===== config.mk =====
export PLATFORM = sky130hd
export DESIGN_NAME = instruction_fetch
export DESIGN_NICKNAME = d
export VERILOG_FILES = /design/src/rtl/instruction_fetch.sv
export SDC_FILE = /design/constraint.sdc
export NUM_CORES = 1
export LEC_CHECK = 0
export BUFFER_PORTS_ARGS = -buffer_cell sky130_fd_sc_hd__buf_2
export CORE_MARGIN = 8
export CORE_UTILIZATION = 45
export DETAILED_ROUTE_END_ITERATION = 10
export GPL_TIMING_DRIVEN = 0
export PLACE_DENSITY = 0.82
export SLEW_MARGIN = 10
export SYNTH_ARGS = -nofsm -noshare
export SYNTH_HDL_FRONTEND = slang
export SYNTH_SLANG_ARGS = --single-unit

===== constraint.sdc =====
create_clock -name clk -period 3.4 [get_ports clk]
set_input_delay 0.17 -clock clk [delete_from_list [all_inputs] [get_ports clk]]
set_output_delay 0.17 -clock clk [all_outputs]
set_load 0.01 [all_outputs]

===== src/rtl/instruction_fetch.sv =====
// Instruction fetch unit: IDLE/REQ/ISSUE/HALT sequencer with next-PC selection.
// Optional misaligned-target trap enabled by defining IFETCH_MISALIGN_EN.
module instruction_fetch #(
  parameter logic [31:0] RESET_PC = 32'h0000_0000
) (
  input  logic        clk,
  input  logic        rst,
  input  logic        jr,
  input  logic        jmp,
  input  logic        jal,
  input  logic        branch,
  input  logic        nbranch,
  input  logic        zero,
  input  logic [31:0] imm32,
  input  logic [31:0] rs_data,
  input  logic        stall,
  output logic        imem_req,
  output logic [31:0] imem_addr,
  input  logic        imem_ready,
  input  logic [31:0] imem_rdata,
  output logic [31:0] instr,
  output logic        instr_valid,
  output logic [5:0]  op,
  output logic [5:0]  func,
  output logic [31:0] pc,
  output logic [31:0] pc_plus4,
  output logic [31:0] link_addr,
  output logic        misalign
);

  typedef enum logic [1:0] {IDLE, REQ, ISSUE, HALT} state_t;

  state_t      state;
  logic        taken;
  logic [31:0] npc_raw;

  // Word offset is a signed count of instructions; wraps modulo 2^32.
  function automatic logic [31:0] branch_target(input logic [31:0] base,
                                                input logic signed [31:0] offset);
    logic signed [31:0] byte_ofs;
    byte_ofs = offset <<< 2;
    return base + unsigned'(byte_ofs);
  endfunction

  assign op        = instr[31:26];
  assign func      = instr[5:0];
  assign pc_plus4  = pc + 32'd4;
  assign imem_addr = pc;

  assign taken = (branch & zero) | (nbranch & ~zero);

  always_comb begin
    npc_raw = pc_plus4;
    if (jr)
      npc_raw = rs_data;
    else if (jmp || jal)
      npc_raw = {pc_plus4[31:28], instr[25:0], 2'b00};
    else if (taken)
      npc_raw = branch_target(pc_plus4, signed'(imm32));
  end

`ifndef IFETCH_MISALIGN_EN
  function automatic logic [31:0] align_word(input logic [31:0] addr);
    return {addr[31:2], 2'b00};
  endfunction

  assign misalign = 1'b0;
`endif

  always_ff @(posedge clk) begin
    if (rst) begin
      state       <= IDLE;
      pc          <= RESET_PC;
      instr       <= '0;
      link_addr   <= '0;
      instr_valid <= 1'b0;
      imem_req    <= 1'b0;
`ifdef IFETCH_MISALIGN_EN
      misalign    <= 1'b0;
`endif
    end else begin
      case (state)
        IDLE: begin
          state    <= REQ;
          imem_req <= 1'b1;
        end
        REQ: begin
          if (imem_ready) begin
            instr       <= imem_rdata;
            state       <= ISSUE;
            imem_req    <= 1'b0;
            instr_valid <= 1'b1;
          end
        end
        ISSUE: begin
          // Redirect inputs are only meaningful on the cycle the instruction leaves.
          if (!stall) begin
            instr_valid <= 1'b0;
            if (jal)
              link_addr <= pc_plus4;
`ifdef IFETCH_MISALIGN_EN
            pc <= npc_raw;
            if (|npc_raw[1:0]) begin
              misalign <= 1'b1;
              state    <= HALT;
            end else begin
              state    <= REQ;
              imem_req <= 1'b1;
            end
`else
            pc       <= align_word(npc_raw);
            state    <= REQ;
            imem_req <= 1'b1;
`endif
          end
        end
        HALT: begin
          state <= HALT;
        end
        default: begin
          state <= IDLE;
        end
      endcase
    end
  end

endmodule

==> results.json, run 1 <==
{
  "post-route-util": 0.676,
  "num_vias": 8586,
  "dpl.hpwl_mm": 22.8,
  "worstMarginPinSlew_ns": 1.13,
  "period_needed_ns": 3.69,
  "violations": "negative setup slack",
  "drt_pass1_iterations": 6,
  "ys_async_sr_fraction": 0,
  "postRouteAntennaNets": 0,
  "worst_clock_skew_ns": 0.0124,
  "grt_overflow": 0,
  "synth_edf_count": 0,
  "initial_core_util": 0.453,
  "switching_share": 0.333,
  "cp_data_required_time_ns": 3.66,
  "p_seq_frac": 0.395,
  "critPathTopFamily": "compound AO/OA/AOI/OAI gates",
  "register_area_um2": 1990,
  "setup_slack_ns": -0.289,
  "p_switching_mw": 1.02,
  "cts-htree-levels": 3,
  "grt_max_degree": 17,
  "synthFlopType": "dfxtp_1",
  "grt_setup_unrepaired": "yes",
  "worstSetupPathType": "flip-flop to flip-flop",
  "crit_path_end_kind": "flip-flop",
  "cts_root_buffer": "clkbuf_16",
  "finalMaxSlewViolations": 0,
  "hold_class": "input pin to flip-flop",
  "via_per_inst": 5.88,
  "crit_path_cell_trace": "ha_4 > nand3_4 > nor3_4 > buf_4 > nand3_4 > xnor2_4 > ha_1 > buf_6 > nand2_1 > nor2_2 > a221oi_2 > o21ai_2 > a221oi_4 > buf_4 > buf_6 > xnor2_2 > a211o_1 > o21ai_1 > a211oi_1",
  "synth_seq_cells": 96,
  "cts_tree": "built",
  "fillers": 1231,
  "path_buf_inv": 4,
  "globalplace.congestion": 0.983,
  "cp_slowest_cell": "dfxtp_4",
  "cap_violations": 0,
  "die_h_um": 139,
  "setup_viol": 15,
  "timing.final.crit_share": 1.09,
  "grt_usage": 0.300,
  "clk_pin_slew_ns": 0.07,
  "ioPinCount": 281,
  "path_max_fanout": 7,
  "hold_viol_final": 0,
  "status": "complete, but fails checks",
  "maxSlewHeadroom": 0.247,
  "tns_ns": -2.30,
  "multi_input_area_um2": 5000,
  "combPwrFrac": 0.267,
  "yosysUniqueCellTypes": 65,
  "port-buffer-count": 265,
  "die_w_um": 139,
  "clock_sinks": 96,
  "area_delta_synth_final_pct": 49.2,
  "drive_gt1_frac": 0.442,
  "leakagePower_nw": 4.76,
  "fmax_mhz": 271,
  "antenna_found_initial": 2,
  "p_total_mw": 3.06,
  "totalWireLength_mm": 31.8,
  "arrival_ns": 3.95,
  "pwr_density_cell_nw_per_um2": 303,
  "ys.warnings.count": 0,
  "grt_pass1_vias": 8165,
  "worstSetupStartpointType": "flip-flop",
  "syn_avg_cell_area_um2": 7.44,
  "clk_latency_ns": 0.36,
  "drtIter0Drc": 977,
  "synth.cell_area_um2": 6780,
  "coreArea_um2": 15000,
  "avgRoutedWirePerCell_um": 21.8,
  "clock_tree.buffer_depth": 2,
  "clock_power_share": 0.338,
  "ctsHoldBuffers": 0,
  "grt_pass1_wl_mm": 45.7,
  "row_count": 45,
  "netlist_instances": 912,
  "tritoncts.num_buffers": 9,
  "layout.nets": 1409,
  "internal-power_mw": 2.05,
  "dieArea_um2": 19300,
  "max-vdd-ir-drop_mv": 0.280,
  "drc_errors": 0,
  "yosysSeqAreaShare": 0.283,
  "critPathMaxStageDelay_ns": 0.38
}
==> layout by cell type, fill, tap and decap left out, types with 10 or more instances in the layout <==
master | netlist | layout
xor2_2 | 0 | 11
a211oi_1 | 40 | 35
xnor2_1 | 26 | 13
nor3_1 | 31 | 28
a21oi_1 | 74 | 67
nand4_1 | 11 | 11
o21ai_1 | 11 | 12
clkbuf_1 | 39 | 37
o21ai_0 | 37 | 35
dfxtp_4 | 0 | 18
a211oi_2 | 6 | 10
buf_4 | 51 | 121
buf_2 | 4 | 269
o211ai_1 | 13 | 13
nand3_1 | 28 | 19
nor2_1 | 109 | 103
dfxtp_1 | 96 | 77
ha_4 | 0 | 14
inv_1 | 28 | 20
nand2_1 | 129 | 125
ha_1 | 36 | 17
==> synth_stat cells (28+ instances only) <==
| cell type | instances | area share |
|---|---|---|
| a21oi_1 | 74 | 0.055 |
| buf_4 | 51 | 0.056 |
| o21ai_0 | 37 | 0.027 |
| inv_1 | 28 | 0.015 |
| clkbuf_1 | 39 | 0.022 |
| dfxtp_1 | 96 | 0.28 |
| nor3_1 | 31 | 0.023 |
| nand3_1 | 28 | 0.021 |
| nor2_1 | 109 | 0.060 |
| ha_1 | 36 | 0.066 |
| a211oi_1 | 40 | 0.044 |
| nand2_1 | 129 | 0.071 |
==> per-layer routing <==
metal	GRT usage	share of wire
met3	0.0974	0.12
met4	0.165	0.056
met2	0.485	0.46
met5	0	0.00041
met1	0.347	0.36
==> state kept, by name, indices dropped and copies added, names as in the netlist <==
name         cells
link_addr       30
imem_req         1
instr_valid      1
imem_addr       30
state            2
instr           32
==> through the flow <==
stage	worst slack [ns]	cell area [um^2]	hold WS [ns]	instances
2_1_floorplan	0.000848	6960	0.306	920
3_3_place_gp	-0.724	8520	0.414	1373
3_5_place_dp	-0.753	8520	0.418	1373
4_1_cts	-0.0593	9720	0.0394	1437
5_1_grt	-0.356	10100	0.0464	1460
6_report	-0.289	10100	0.0434	1461
==> logic make-up after synthesis <==
logic type | count (synthesis) | share of synthesized area
AOI/OAI and AO/OA | 237 | 0.231
muxes | 7 | 0.0112
DFF | 96 | 0.283
other | 1 | 0.000553
xor gates and xnor gates | 51 | 0.0670
adders and majority gates | 37 | 0.0693
buffers and inverters | 131 | 0.105
and+or+nand+nor | 352 | 0.233
==> power groups by stage <==
stage | clock (mW) | combinational (mW) | sequential [mW]
after floorplan | 0 | 0.401 | 1.24
after global placement | 0 | 0.666 | 1.24
after detailed placement | 0 | 0.673 | 1.24
after CTS | 1.03 | 0.748 | 1.21
after global routing | 1.08 | 0.870 | 1.21
final | 1.04 | 0.818 | 1.21
==> worst min-delay path: stages <==
cell and delay, ns:
buf_2 0.10, nand2_1 0.04, a21oi_1 0.05
==> final cells by class <==
cell class                      count  share of cell area
Inverter                           28              0.0104
Timing Repair Buffer              340               0.189
Tap cell                          188              0.0232
Buffer                             98              0.0565
Sequential cell                    96               0.197
Antenna cell                        2            0.000494
Multi-Input combinational cell    693               0.494
Clock buffer                       12              0.0253
Clock inverter                      4             0.00358
==> repair_timing <==
| action | CTS | global route |
|---|---|---|
| cloned | 0 | 0 |
| endpoints found under the setup margin | 22 | 19 |
| resized for setup | 99 | 44 |
| buffers inserted | 53 | 23 |
| pin swaps | 49 | 48 |
==> worst paths after layout <==
check                      start             to  slack, ns  cells after the start
setup reg to reg    imem_addr[3]  imem_addr[21]      -0.29                     19
setup / recovery    imem_addr[3]  imem_addr[21]      -0.29                     19
hold / removal    imem_rdata[24]      instr[24]       0.04                      3
hold reg to reg     link_addr[3]   link_addr[3]       0.47                      2
(Power assumes the default switching activity.)
==> run 2, diff against run 1 <==
- HOLD_SLACK_MARGIN: unset -> 0.12
==> results.json, run 2 (synthesis results as in run 1) <==
{
  "num_vias": 8828,
  "dieArea_um2": 19300,
  "layout_commonest_cell": "buf_2",
  "tritoncts.num_buffers": 9,
  "violations": "negative setup slack",
  "ioPinCount": 281,
  "layout_common_cells": "buf_2 (269), nand2_1 (126), buf_4 (124), nor2_1 (103), dfxtp_1 (77)",
  "drt_pass1_iterations": 8,
  "place_area_um2": 8520,
  "grt_pass1_wl_mm": 47.0,
  "grt_setup_unrepaired": "yes",
  "fin_area_um2": 10600,
  "cap_violations": 0,
  "cts_tree": "built",
  "place_ws_ns": -0.753,
  "maxSlewHeadroom": 0.267,
  "port-buffer-count": 265,
  "avgRoutedWirePerCell_um": 22.0,
  "p_total_mw": 3.11,
  "dp.cells": 1373,
  "hold_class": "input pin to flip-flop",
  "setup_viol": 13,
  "largest_reg_flops": 32,
  "register_area_um2": 1990,
  "initial_core_util": 0.453,
  "dpl.hpwl_mm": 22.8,
  "path_max_fanout": 5,
  "status": "complete, but fails checks",
  "die_h_um": 139,
  "fillers": 1149,
  "totalWireLength_mm": 33.0,
  "cts-htree-levels": 3,
  "worst_clock_skew_ns": 0.0133,
  "coreArea_um2": 15000,
  "grt_max_degree": 17,
  "worstMarginPinSlew_ns": 1.10,
  "post-route-util": 0.708,
  "max-vdd-ir-drop_mv": 0.283,
  "clk_pin_slew_ns": 0.08,
  "holdPathStages": 3,
  "setup_slack_ns": -0.353,
  "pwr_density_cell_nw_per_um2": 293,
  "clock_sinks": 96,
  "clk_latency_ns": 0.36,
  "grt_overflow": 0,
  "finalMaxSlewViolations": 0,
  "worstSetupStartpointType": "flip-flop",
  "area_delta_synth_final_pct": 56.3,
  "cp_data_required_time_ns": 3.64,
  "worstSetupPathType": "flip-flop to flip-flop",
  "tns_ns": -1.94,
  "hold_viol_final": 0,
  "worst_r2r_path_depth": 18,
  "crit_path_end_kind": "flip-flop",
  "postRouteAntennaNets": 0,
  "drc_errors": 0,
  "stdcell_count": 1500,
  "via_per_inst": 5.89,
  "grt_pass1_vias": 8380,
  "timing.final.crit_share": 1.10,
  "multi_input_area_um2": 5090,
  "cts_root_buffer": "clkbuf_16",
  "drtIter0Drc": 1223,
  "period_needed_ns": 3.75,
  "regMostFlops": "instr",
  "grt_usage": 0.308,
  "die_w_um": 139,
  "fmax_mhz": 266,
  "leakagePower_nw": 4.95,
  "antenna_found_initial": 2,
  "globalplace.congestion": 0.983,
  "clock_tree.buffer_depth": 2,
  "arrival_ns": 4.00,
  "row_count": 45,
  "drive_gt1_frac": 0.435,
  "holdWs_ns": 0.122,
  "layout.nets": 1449
}
-- run 2: cell count changes in the layout (fill, tap and decap cells not counted), sizes merged --
cell and delta:
dlygate4sd3 +34, buf +6, diode -1
-- run 2: final timing paths --
check                                   from       endpoint  slack (ns)
worst max-delay path            imem_addr[3]  imem_addr[21]       -0.35
worst min-delay path                   stall       state[1]        0.12
worst max register to register  imem_addr[3]  imem_addr[21]       -0.35
worst min register to register  link_addr[3]   link_addr[3]        0.46
-- run 2: repair_timing --
| action | CTS | global route |
|---|---|---|
| buffers inserted | 53 | 29 |
| hold buffers | 34 | 0 |
| pin swaps | 49 | 58 |
| resized for setup | 99 | 60 |
| endpoints found under the hold margin | 34 | 0 |
| endpoints found under the setup margin | 22 | 19 |
-- run 2: worst max-delay path: stages, from the launching register on --
cell and delay (ns):
dfxtp_4 0.38, ha_4 0.15, nand3_4 0.08, nor3_4 0.33
nand4_1 0.22, xor2_2 0.21, inv_2 0.08, ha_4 0.27
a21oi_4 0.14, o21bai_1 0.11, a221oi_2 0.28, o21ai_2 0.13
a221oi_4 0.30, buf_6 0.15, buf_6 0.10, xnor2_2 0.12
a211o_1 0.16, o21ai_1 0.09, a211oi_1 0.32
-- run 2: layer usage --
layer / part of all wire / track usage / vias up
met4: 0.061 / 0.170 / 2
met3: 0.12 / 0.0964 / 159
met5: 0.00039 / 0 / -
li1: - / - / 3926
met2: 0.46 / 0.503 / 706
met1: 0.36 / 0.353 / 4035
-- run 2: cell type report --
cell class | count | share of cell area
repair buffers | 380 | 0.218
inverters | 28 | 0.00991
diodes | 1 | 0.000236
clock buffers | 12 | 0.0242
well taps | 188 | 0.0222
clock inverters | 4 | 0.00342
multi-input cells | 693 | 0.480
flip-flops and latches | 96 | 0.188
plain buffers | 98 | 0.0539
-- run 2: power by group --
part | switching, mW | leakage [nW] | total [mW] | internal (mW)
registers | 0.0542 | 0.794 | 1.21 | 1.16
clock network | 0.483 | 0.141 | 1.03 | 0.547
logic | 0.492 | 4.01 | 0.866 | 0.374
==> run 3, diff against run 2 <==
--- a/config.mk
+++ b/config.mk
@@ -11,5 +11,5 @@
 export DETAILED_ROUTE_END_ITERATION = 10
-export GPL_TIMING_DRIVEN = 0
 export HOLD_SLACK_MARGIN = 0.12
 export PLACE_DENSITY = 0.82
+export RECOVER_POWER = 25
 export SLEW_MARGIN = 10
--- a/constraint.sdc
+++ b/constraint.sdc
@@ -3,2 +3,2 @@
 set_output_delay 0.17 -clock clk [all_outputs]
-set_load 0.01 [all_outputs]
+set_load 0.02 [all_outputs]
==> results.json, run 3 (synthesis results as in run 1) <==
{
  "via_per_inst": 5.61,
  "clk_latency_ns": 0.36,
  "grt_pass1_wl_mm": 42.7,
  "leakagePower_nw": 4.52,
  "worst_clock_skew_ns": 0.00896,
  "coreArea_um2": 15000,
  "postRouteAntennaNets": 0,
  "setup_viol": 6,
  "period_needed_ns": 3.58,
  "hold_viol_final": 0,
  "avgRoutedWirePerCell_um": 19.5,
  "maxSlewHeadroom": 0.501,
  "die_w_um": 139,
  "worstSetupPathType": "flip-flop to flip-flop",
  "die_h_um": 139,
  "regMostFlops": "instr",
  "drive_gt1_frac": 0.375,
  "tritoncts.num_buffers": 9,
  "combPwrFrac": 0.279,
  "hold_class": "input pin to flip-flop",
  "grt_usage": 0.277,
  "p_total_mw": 3.11,
  "arrival_ns": 3.86,
  "port-buffer-count": 267,
  "p_seq_frac": 0.384,
  "row_count": 45,
  "worstSetupStartpointType": "flip-flop",
  "r2r_slack_ns": -0.18,
  "place_area_um2": 8860,
  "cap_violations": 0,
  "holdPathStages": 3,
  "worstReg2RegStart": "imem_addr[7]",
  "ioPinCount": 281,
  "clock_tree.buffer_depth": 2,
  "tns_ns": -0.397,
  "post-route-util": 0.664,
  "fmax_mhz": 279,
  "pwr_density_cell_nw_per_um2": 313,
  "num_vias": 8114,
  "layout_common_cells": "buf_2 (206), nand2_1 (125), buf_4 (117), nor2_1 (104), dfxtp_1 (80)",
  "min_to": "imem_addr[16]",
  "initial_core_util": 0.453,
  "clk_pin_slew_ns": 0.08,
  "worst_r2r_path_depth": 17,
  "globalplace.congestion": 0.916,
  "drtIter0Drc": 878,
  "clock_sinks": 96,
  "layout_commonest_cell": "buf_2",
  "totalWireLength_mm": 28.1,
  "crit_path_end_kind": "flip-flop",
  "max-vdd-ir-drop_mv": 0.263,
  "status": "complete, but fails checks",
  "cp_data_required_time_ns": 3.67,
  "regToRegEndpoint": "imem_addr[30]",
  "min_from": "rs_data[16]",
  "setup_slack_ns": -0.183,
  "cts_tree": "built",
  "cts-htree-levels": 3,
  "switching_share": 0.344,
  "dieArea_um2": 19300,
  "antenna_found_initial": 4,
  "finalMaxSlewViolations": 0,
  "grt_pass1_vias": 7746,
  "internal-power_mw": 2.04,
  "layout.nets": 1393,
  "drc_errors": 0,
  "grt_overflow": 0,
  "fin_area_um2": 9950,
  "grt_setup_unrepaired": "yes",
  "grt_max_degree": 69,
  "violations": "negative setup slack",
  "area_delta_synth_final_pct": 46.6,
  "p_switching_mw": 1.07,
  "largest_reg_flops": 32,
  "cts_root_buffer": "clkbuf_16",
  "drt_pass1_iterations": 5,
  "place_ws_ns": -0.0697,
  "worstMarginPinSlew_ns": 0.749,
  "timing.final.crit_share": 1.05,
  "path_max_fanout": 4,
  "clock_power_share": 0.337,
  "dpl.hpwl_mm": 20.5
}
-- run 3: changes by cell type in the layout (fill, tap and decap cells not counted), sizes merged --
| cell | delta |
|---|---|
| buf | -82 |
| clkbuf | +22 |
| clkinv | +1 |
| diode | +2 |
| dlygate4sd3 | +2 |
| inv | +1 |
-- run 3: worst max-delay path by stage --
stage                    endpoint  slack, ns     startpoint
floorplan           imem_addr[30]      -0.07   imem_addr[8]
global route        imem_addr[30]      -0.32   imem_addr[7]
global placement    imem_addr[31]      -0.03  imem_addr[13]
detailed placement  imem_addr[24]      -0.07   imem_addr[3]
finish              imem_addr[30]      -0.18   imem_addr[7]
CTS                 imem_addr[24]      -0.02   imem_addr[3]
-- run 3: final cells by class --
| type | instances | area, um^2 |
|---|---|---|
| Clock inverter | 6 | 58.8 |
| Antenna cell | 3 | 7.51 |
| Fill cell | 1245 | 5030 |
| Sequential cell | 96 | 1970 |
| Multi-Input combinational cell | 693 | 4800 |
| Inverter | 28 | 108 |
| Tap cell | 188 | 235 |
| Clock buffer | 10 | 239 |
| Timing Repair Buffer | 422 | 2530 |
-- run 3: worst max-delay path, stage by stage, from the launching register on --
cell and delay [ns]:
dfxtp_4 0.35, nand4_1 0.14, buf_6 0.17, nor3_4 0.23, buf_6 0.16, nand2_4 0.07
xor2_4 0.21, inv_2 0.08, ha_4 0.27, a21oi_4 0.14, nor2_2 0.06, a211oi_2 0.29
o31ai_4 0.14, a21oi_4 0.20, o21bai_2 0.10, a221oi_2 0.33, mux2_4 0.33, a211oi_2 0.22
-- run 3: stage by stage --
stage               instances  hold slack, ns
CTS                      1430           0.122
global route             1446           0.146
finish                   1446           0.122
detailed placement       1375           0.416
global placement         1375           0.409
floorplan                 920           0.306
-- run 3: layer usage --
layer / GRT usage / part of all wire / vias up
met2: 0.436 / 0.46 / 448
met4: 0.114 / 0.027 / 2
met3: 0.0809 / 0.10 / 56
met5: 0 / 0.00046 / -
li1: - / - / 3830
met1: 0.347 / 0.41 / 3778
-- run 3: timing repair --
item / in CTS / in global routing
buffers inserted: 3 / 14
endpoints found under the setup margin: 11 / 22
pin swaps: 10 / 53
gates resized for setup: 20 / 55
hold buffers: 36 / 0
endpoints found under the hold margin: 36 / 0
-- run 3: power by group through the flow --
stage                     registers (mW)  logic, mW  clock network [mW]
after global placement              1.22      0.753                   0
after detailed placement            1.22      0.764                   0
final                               1.20      0.868                1.05
after CTS                           1.19      0.816                1.06
after floorplan                     1.27      0.435                   0
after global routing                1.20      0.928                1.10
